### src/rtl/tx_sync_fifo_pkg.sv
// Shared definitions for the transmit FIFO: default byte width, pointer
// advance helper and the bit positions of the sticky error flags (these
// positions are reused by the status register map).
package tx_sync_fifo_pkg;

    localparam int unsigned DATA_WD_DEF = 32'd8;
    localparam int unsigned DEPTH_DEF   = 32'd8;

    // Sticky error flag vector layout
    localparam int unsigned ERR_OVF_BIT = 32'd0;
    localparam int unsigned ERR_UDF_BIT = 32'd1;
    localparam int unsigned ERR_WD      = 32'd2;

    // Advance a pointer by one; the caller truncates to PTR_WD+1 bits so the
    // wrap bit toggles naturally when the address bits roll over.
    function automatic logic [31:0] ptr_next(input logic [31:0] ptr);
        return ptr + 32'd1;
    endfunction

endpackage

### src/rtl/tx_sync_fifo_if.sv
// Write/read/status bundle between the system controller, the FIFO and the
// UART transmit controller. "slave" is the FIFO side, "master" the user side.
interface tx_sync_fifo_if #(
    parameter int DATA_WD = 8,
    parameter int DEPTH   = 8
);
    localparam int PTR_WD = $clog2(DEPTH);

    logic [DATA_WD-1:0] WR_D;
    logic               WR_INC;
    logic               FULL;
    logic               ALMOST_FULL;
    logic [DATA_WD-1:0] RD_D;
    logic               RD_INC;
    logic               EMPTY;
    logic [PTR_WD:0]    COUNT;
    logic               ERR_CLR;
    logic               OVF;
    logic               UDF;

    modport slave (
        input  WR_D, WR_INC, RD_INC, ERR_CLR,
        output FULL, ALMOST_FULL, RD_D, EMPTY, COUNT, OVF, UDF
    );

    modport master (
        output WR_D, WR_INC, RD_INC, ERR_CLR,
        input  FULL, ALMOST_FULL, RD_D, EMPTY, COUNT, OVF, UDF
    );
endinterface

### src/rtl/tx_sync_fifo_mem.sv
// Storage array for the transmit FIFO: one synchronous write port and one
// asynchronous read port. Contents are intentionally not reset.
module fifo_mem #(
    parameter int DATA_WD = 8,
    parameter int DEPTH   = 8,
    parameter int PTR_WD  = 3
) (
    input  logic               clk,
    input  logic               we,
    input  logic [PTR_WD-1:0]  waddr,
    input  logic [DATA_WD-1:0] wdata,
    input  logic [PTR_WD-1:0]  raddr,
    output logic [DATA_WD-1:0] rdata
);

    logic [DATA_WD-1:0] mem_q [DEPTH];

    // Store the write byte into the addressed slot on an accepted write
    always_ff @(posedge clk) begin
        if (we) begin
            mem_q[waddr] <= wdata;
        end
    end

    assign rdata = mem_q[raddr];

endmodule

### src/rtl/tx_sync_fifo.sv
// Single-clock first-word-fall-through byte FIFO between the system controller
// and the UART transmit controller. Flags come only from registered pointers,
// so FULL/EMPTY/COUNT never depend combinationally on WR_INC/RD_INC.
module tx_sync_fifo
    import tx_sync_fifo_pkg::*;
#(
    parameter int DATA_WD  = DATA_WD_DEF,
    parameter int DEPTH    = DEPTH_DEF,
    parameter int AF_LEVEL = DEPTH - 2
) (
    input  logic              CLK,
    input  logic              RST,
    tx_sync_fifo_if.slave     bus
);

    localparam int PTR_WD = $clog2(DEPTH);
    localparam int PW     = PTR_WD + 1;
    localparam logic [PTR_WD:0] AF_LVL_C = PW'(AF_LEVEL);

    logic [PTR_WD:0]    wptr_q, wptr_d;
    logic [PTR_WD:0]    rptr_q, rptr_d;
    logic [ERR_WD-1:0]  err_q, err_d;
    logic [PTR_WD:0]    count_s;
    logic               empty_s;
    logic               full_s;
    logic               wr_acc_s;
    logic               rd_acc_s;
    logic [DATA_WD-1:0] mem_rdata_s;

    // Occupancy flags derived from the start-of-cycle pointer values
    always_comb begin
        empty_s = (wptr_q == rptr_q);
        full_s  = (wptr_q[PTR_WD-1:0] == rptr_q[PTR_WD-1:0]) &&
                  (wptr_q[PTR_WD] != rptr_q[PTR_WD]);
        count_s = wptr_q - rptr_q;
    end

    // Accept/reject decisions, pointer advance and sticky error update
    always_comb begin
        wr_acc_s = bus.WR_INC & ~full_s;
        rd_acc_s = bus.RD_INC & ~empty_s;

        if (wr_acc_s) begin
            wptr_d = PW'(ptr_next(32'(wptr_q)));
        end else begin
            wptr_d = wptr_q;
        end

        if (rd_acc_s) begin
            rptr_d = PW'(ptr_next(32'(rptr_q)));
        end else begin
            rptr_d = rptr_q;
        end

        // A new error in the same cycle as ERR_CLR keeps the flag set
        err_d              = err_q;
        err_d[ERR_OVF_BIT] = (bus.WR_INC & full_s) |
                             (err_q[ERR_OVF_BIT] & ~bus.ERR_CLR);
        err_d[ERR_UDF_BIT] = (bus.RD_INC & empty_s) |
                             (err_q[ERR_UDF_BIT] & ~bus.ERR_CLR);
    end

    // Pointer and error-flag registers with synchronous reset
    always_ff @(posedge CLK) begin
        if (RST) begin
            wptr_q <= {PW{1'b0}};
            rptr_q <= {PW{1'b0}};
            err_q  <= {ERR_WD{1'b0}};
        end else begin
            wptr_q <= wptr_d;
            rptr_q <= rptr_d;
            err_q  <= err_d;
        end
    end

    fifo_mem #(
        .DATA_WD (DATA_WD),
        .DEPTH   (DEPTH),
        .PTR_WD  (PTR_WD)
    ) u_mem (
        .clk   (CLK),
        .we    (wr_acc_s),
        .waddr (wptr_q[PTR_WD-1:0]),
        .wdata (bus.WR_D),
        .raddr (rptr_q[PTR_WD-1:0]),
        .rdata (mem_rdata_s)
    );

    // Head byte is forced to zero while empty so stale array contents never leak
    assign bus.RD_D        = empty_s ? {DATA_WD{1'b0}} : mem_rdata_s;
    assign bus.EMPTY       = empty_s;
    assign bus.FULL        = full_s;
    assign bus.COUNT       = count_s;
    assign bus.ALMOST_FULL = (count_s >= AF_LVL_C);
    assign bus.OVF         = err_q[ERR_OVF_BIT];
    assign bus.UDF         = err_q[ERR_UDF_BIT];

endmodule

### src/flat_wrapper.sv
// flat-port wrapper written by rule: the top's interface ports become plain ports
module tx_sync_fifo_flat import tx_sync_fifo_pkg::*;
#(
    parameter int DATA_WD  = DATA_WD_DEF,
    parameter int DEPTH    = DEPTH_DEF,
    parameter int AF_LEVEL = DEPTH - 2
)
  (CLK, RST, bus_WR_D, bus_WR_INC, bus_RD_INC, bus_ERR_CLR, bus_FULL, bus_ALMOST_FULL, bus_RD_D, bus_EMPTY, bus_COUNT, bus_OVF, bus_UDF);
  tx_sync_fifo_if #(.DATA_WD(DATA_WD), .DEPTH(DEPTH)) bus_i ();
  input  logic CLK;
  input  logic RST;
  input wire logic [$bits(bus_i.WR_D)-1:0] bus_WR_D;
  input wire logic [$bits(bus_i.WR_INC)-1:0] bus_WR_INC;
  input wire logic [$bits(bus_i.RD_INC)-1:0] bus_RD_INC;
  input wire logic [$bits(bus_i.ERR_CLR)-1:0] bus_ERR_CLR;
  output wire logic [$bits(bus_i.FULL)-1:0] bus_FULL;
  output wire logic [$bits(bus_i.ALMOST_FULL)-1:0] bus_ALMOST_FULL;
  output wire logic [$bits(bus_i.RD_D)-1:0] bus_RD_D;
  output wire logic [$bits(bus_i.EMPTY)-1:0] bus_EMPTY;
  output wire logic [$bits(bus_i.COUNT)-1:0] bus_COUNT;
  output wire logic [$bits(bus_i.OVF)-1:0] bus_OVF;
  output wire logic [$bits(bus_i.UDF)-1:0] bus_UDF;
  assign bus_i.WR_D = bus_WR_D;
  assign bus_i.WR_INC = bus_WR_INC;
  assign bus_i.RD_INC = bus_RD_INC;
  assign bus_i.ERR_CLR = bus_ERR_CLR;
  assign bus_FULL = bus_i.FULL;
  assign bus_ALMOST_FULL = bus_i.ALMOST_FULL;
  assign bus_RD_D = bus_i.RD_D;
  assign bus_EMPTY = bus_i.EMPTY;
  assign bus_COUNT = bus_i.COUNT;
  assign bus_OVF = bus_i.OVF;
  assign bus_UDF = bus_i.UDF;
  tx_sync_fifo #(.DATA_WD(DATA_WD), .DEPTH(DEPTH), .AF_LEVEL(AF_LEVEL)) u_core (.CLK(CLK), .RST(RST), .bus(bus_i));
endmodule
### config.mk
export PLATFORM = sky130hd
export DESIGN_NAME = tx_sync_fifo_flat
export DESIGN_NICKNAME = d
export VERILOG_FILES = /design/src/rtl/tx_sync_fifo_pkg.sv /design/src/rtl/tx_sync_fifo_if.sv /design/src/rtl/tx_sync_fifo_mem.sv /design/src/rtl/tx_sync_fifo.sv /design/src/flat_wrapper.sv
export SDC_FILE = /design/constraint.sdc
export NUM_CORES = 1
export LEC_CHECK = 0
export BUFFER_PORTS_ARGS = -buffer_cell sky130_fd_sc_hd__buf_2
export CORE_UTILIZATION = 35
export CTS_BUF_LIST = sky130_fd_sc_hd__clkbuf_4
export DETAILED_ROUTE_END_ITERATION = 6
export HOLD_SLACK_MARGIN = 0.05
export SLEW_MARGIN = 20
export SYNTH_ARGS = -nofsm -noshare
export SYNTH_HDL_FRONTEND = slang
export SYNTH_SLANG_ARGS = --single-unit
### constraint.sdc
create_clock -name CLK -period 2.4 [get_ports CLK]
set_input_delay 0.36 -clock CLK [delete_from_list [all_inputs] [get_ports CLK]]
set_output_delay 0.36 -clock CLK [all_outputs]
set_load 0.05 [all_outputs]
Word-level counts from Yosys, hierarchy flattened --
Memories as Yosys holds them, arrays and structs flattened. A register that Yosys moved wholly into a read port is not among the register bits. Cells that the tools add are included.
Storage, ports and cells: bits of input ports 13, latch bits 0, ROM bits 0, RAM bits 64, output and inout port bits 17, register bits 10, memories kept 1, logic and storage cells 28
Memories:
- u_core.u_mem.mem_q | words 8, bits a word 8, rd ports 1, clocked after memory_dff 1, write ports 1, line tx_sync_fifo_mem.sv:16 | logic [DATA_WD-1:0] mem_q [DEPTH];
Cells by class: multiplexer cells 5, $add $sub $neg 3, magnitude comparators 1, bitwise operators 11, eq/ne operators 3, div/mod/pow operators 0, reduce and logical (&&, ||, !) cells 1, multiply operators 0, shift operators 0
Operator list (number):
- 4-bit by 1-bit adder with 4-bit output (second input constant) | 2
- 8-bit two-way mux | 1
- 1-bit AND | 6
- 3-bit two-way mux | 2
- 4-bit equality test | 1
- 4-bit by 3-bit greater-or-equal comparator with 1-bit output (second input constant) | 1
- 4-bit subtractor | 1
- 3-bit equality test | 1
- 1-bit inverter | 3
- 1-bit two-way mux | 2
- 1-bit OR | 2
- 1-bit logical AND | 1
- 1-bit != test | 1

Longest topological paths before layout --
depth after elaboration 6, mapped depth 6, gate-level depth less buffers 6

By module --
Synthesis repeated with hierarchy kept, for this count alone.
Unflattened totals: cell total of the unflattened synthesis 191, area, all modules 3236.9 µm²
Modules (own cells, without submodules):
- fifo_mem | seq. area each 1921.8 µm², cells each 106, instances 1, area each 2531.2 µm²
- tx_sync_fifo | seq. area each 200.2 µm², cells each 85, instances 1, area each 705.7 µm²

Worst setup path after synthesis --
No wires, ideal clock.
path type reg-to-output, from register u_core.wptr_q[0], to output bus_ALMOST_FULL, cell stages (with the launch flop) 7, slack -0.569 ns, arrival 2.609 ns, required time 2.040 ns, path buffers 0, cells stage by stage dfxtp_1 inv_1 ha_1 fa_1 xnor2_1 nand2_1 o21ai_0
On the way: word-level cells in the longest chain between the ends 2
RTL lines:
- from (decl) | line tx_sync_fifo.sv:20 | logic [PTR_WD:0] wptr_q, wptr_d;
- from (signal assigned) | line tx_sync_fifo.sv:66 | wptr_q <= {PW{1'b0}};
- from (signal assigned) | line tx_sync_fifo.sv:70 | wptr_q <= wptr_d;
- 4-bit subtractor | line tx_sync_fifo.sv:35 | count_s = wptr_q - rptr_q;
- named net bus_COUNT[2] | line flat_wrapper.sv:20 | output wire logic [$bits(bus_i.COUNT)-1:0] bus_COUNT;
- 4-bit by 3-bit greater-or-equal comparator with 1-bit output | line tx_sync_fifo.sv:94 | assign bus.ALMOST_FULL = (count_s >= AF_LVL_C);
- to (decl) | line flat_wrapper.sv:17 | output wire logic [$bits(bus_i.ALMOST_FULL)-1:0] bus_ALMOST_FULL;
The timed path passes the listed nets, and every way through them passes these cells.

Worst setup path after layout --
from register u_core.rptr_q[2], to output bus_RD_D[3]
On the way: word-level cells in the longest chain between the ends 2
RTL lines:
- from (decl) | line tx_sync_fifo.sv:21 | logic [PTR_WD:0] rptr_q, rptr_d;
- from (signal assigned) | line tx_sync_fifo.sv:67 | rptr_q <= {PW{1'b0}};
- from (signal assigned) | line tx_sync_fifo.sv:71 | rptr_q <= rptr_d;
- 4-bit equality test | line tx_sync_fifo.sv:32 | empty_s = (wptr_q == rptr_q);
- 8-bit two-way mux | line tx_sync_fifo.sv:90 | assign bus.RD_D = empty_s ? {DATA_WD{1'b0}} : mem_rdata_s;
- to (decl) | line flat_wrapper.sv:18 | output wire logic [$bits(bus_i.RD_D)-1:0] bus_RD_D;
Every way passes these cells.

==> impl_metrics.ini <==
[drt]
viasPerCell = 5.07
ant_nets = 0
vias = 1779
dr.pass1.iters = 5
drc = 0
drtIter0Drc = 71
wl_per_cell_um = 17.7
drt-total-wl_um = 6220

[cts]
clock_path_buffers = 2
clk-insertion-delay-late_ns = 0.42
cts.htree.levels = 3
cts_hold_buffers = 0
cts_tree = done
clk_pin_slew_ns = 0.14
clkSinkCount = 77
numCtsBuffers = 9
cts_root_buf = clkbuf_4

[timing]
finalSetupViolations = 0
fin_tns_setup_ns = 0
fmax_mhz = 435
rsz0062_at_grt = false
fin_skew_ns = 0.0159
max_slew_margin = 0.423
slew_viol_final = 0
fin_crit_sh = 0.957
period_minus_slack_ns = 2.30
setup_ws_ns = 0.102
worstMarginPinSlew_ns = 0.862
hold_viol_final = 0
holdWs_ns = 0.199

[logic_synthesis]
yosysWarnings = 0
ys.flop_type = edfxtp_1
synth_area_leaders = edfxtp_1 60%, mux4_2 11%, dfxtp_1 8.2%, a22o_1 2.2%, mux2_2 2.1%
yosysTopAreaCell = edfxtp_1
syn_nets = 205
async_flop_share = 0
syn-cell-area_mm2 = 0.00318
yosysMostFrequentCell = edfxtp_1
yosys-mux-area-fraction = 0.138
synth.avg_cell_area_um2 = 17.1
synth_cell_types = 34
synth-xor-area-share = 0.0130
synth_fa_ha_area_frac = 0.0260
synth_top_area_frac = 0.604
ys_top_cells_by_count = 64 x edfxtp_1, 16 x mux4_2, 15 x nor2_1
synth_compound_area_frac = 0.0638
ys_seq_area_frac = 0.686
synth_edf_count = 64
ys_seq_elements = 77
synthSimpleGateAreaFrac = 0.0519
synth_top_family_by_area = multiplexers
syn-instance-count = 186

[die]
die_x_um = 97.3
rows = 34
die-area_mm2 = 0.00947
initial_core_util = 0.363
dieHeight_um = 97.3
ios = 30
core_area_mm2 = 0.00876

[grt]
overflow = 0
grt_pass1_wl_um = 9770
antenna_found_initial = 0
grt_pass1_vias = 1789
grt_use_total = 0.140
grt_max_degree = 18

[setup_path]
cp.arrival_ns = 1.94
critPathKind = reg2out
cp-start-kind = flip-flop
end_kind = primary output
crit_required_ns = 2.04
worstPathMaxFanout = 8

[power]
power_density_mw_per_mm2 = 840
power_leakage_uw = 0.00137
vdd_drop_max_v = 0.000409

[layout]
nFillCells = 792
final_layout_size_suffix_gt1_frac = 0.432
antenna-diode-count = 0
final_nets = 257
syn_to_final_growth_pct = 21.1

[placed_design]
dpl.hpwl_um = 3840
gp_congestion = 0.833
portBuffers = 29
place_ws_ns = 0.251

[job]
maxCapViolCount = 0

[status]
status = finished, final reports clean

[worst_hold_path]
hold_path_class = in2reg
cell usage in the layout (no fill, tap or decap), types with 2 or more instances in the layout:
cell	Yosys	final
edfxtp_1	64	64
buf_2	2	20
buf_4	2	19
mux4_2	16	16
nor2_1	15	15
clkbuf_4	0	9
a22o_1	8	8
dfxtp_1	13	8
buf_6	0	8
inv_1	8	6
a21oi_1	6	6
mux2_2	6	6
nand2_1	5	5
nor2b_1	4	4
inv_6	0	4
dfxtp_2	0	4
nor3_1	3	3
ha_4	0	3
inv_2	0	2
xnor2_2	1	2
nand4_1	2	2
nor4_2	0	2
a21boi_1	2	2
o2111ai_1	2	2
o31ai_1	2	2
a32oi_1	2	2
ha_1	5	2
logic make-up (layout without fill, tap and decap cells):
kind of cell / after synthesis / count (layout)
buf+inv: 15 / 72
xor+xnor: 3 / 3
simple gates: 35 / 35
fa+ha+maj: 6 / 6
mux: 23 / 23
flops: 77 / 77
compound gates: 27 / 27
critical path: stages (launching register included):
cell and delay, ns:
dfxtp_2 0.36, inv_2 0.06, ha_4 0.25, and3_4 0.19, a21oi_2 0.16, buf_6 0.17, a22o_1 0.17, buf_6 0.17
layout make-up:
type / instances / area (um^2) / area share
Timing Repair Buffer: 48 / 353 / 0.0916
Multi-Input combinational cell: 94 / 997 / 0.259
Tap cell: 108 / 135 / 0.0351
Clock inverter: 7 / 77.6 / 0.0201
Sequential cell: 77 / 2190 / 0.569
Inverter: 8 / 30.0 / 0.00780
Clock buffer: 9 / 67.6 / 0.0175
power by group:
part	total, uW	internal, uW	switching [uW]
Sequential	1510	1490	21.7
Combinational	917	357	560
Clock	806	330	476
Total	3230	2180	1060
through the flow:
step                std cells  total power, uW  utilization  instance area (um^2)
finish                    351             3230        0.439                  3850
global route              351             3370        0.439                  3850
CTS                       350             3260        0.436                  3820
detailed placement        333             2380        0.409                  3590
global placement          333             2370        0.409                  3590
floorplan                 186             2150            -                  3190
metal layers:
layer,global-route usage,share of wire
met1,0.188,0.47
met2,0.218,0.47
met3,0.0460,0.046
met4,0.0373,0.0082
met5,0,0
sequential cells by signal (all words and copies together) (netlist names), named ones only:
signal	flops
u_core.rptr_q	4
u_core.wptr_q	4
u_core.u_mem.mem_q	64
u_core.err_q	2
final timing paths:
check                                                   start                                  to  slack [ns]  depth (start not counted)
worst max-delay path            u_core.rptr_q[2]$_SDFFE_PP0P_                         bus_RD_D[3]        0.10                          7
worst min-delay path                              bus_WR_D[2]  u_core.u_mem.mem_q[0][2]$_DFFE_PP_        0.20                          1
worst max register to register  u_core.rptr_q[1]$_SDFFE_PP0P_  u_core.u_mem.mem_q[1][4]$_DFFE_PP_        0.45                          7
worst min register to register     u_core.err_q[1]$_SDFF_PP0_          u_core.err_q[1]$_SDFF_PP0_        0.50                          2
what timing repair did:
item / 4_1_cts / 5_1_grt
buffers inserted: 1 / 1
resized for setup: 22 / 8
endpoints found under the setup margin: 10 / 10
pin swaps: 0 / 2
Note: power is estimated with default switching activity, not from simulation.
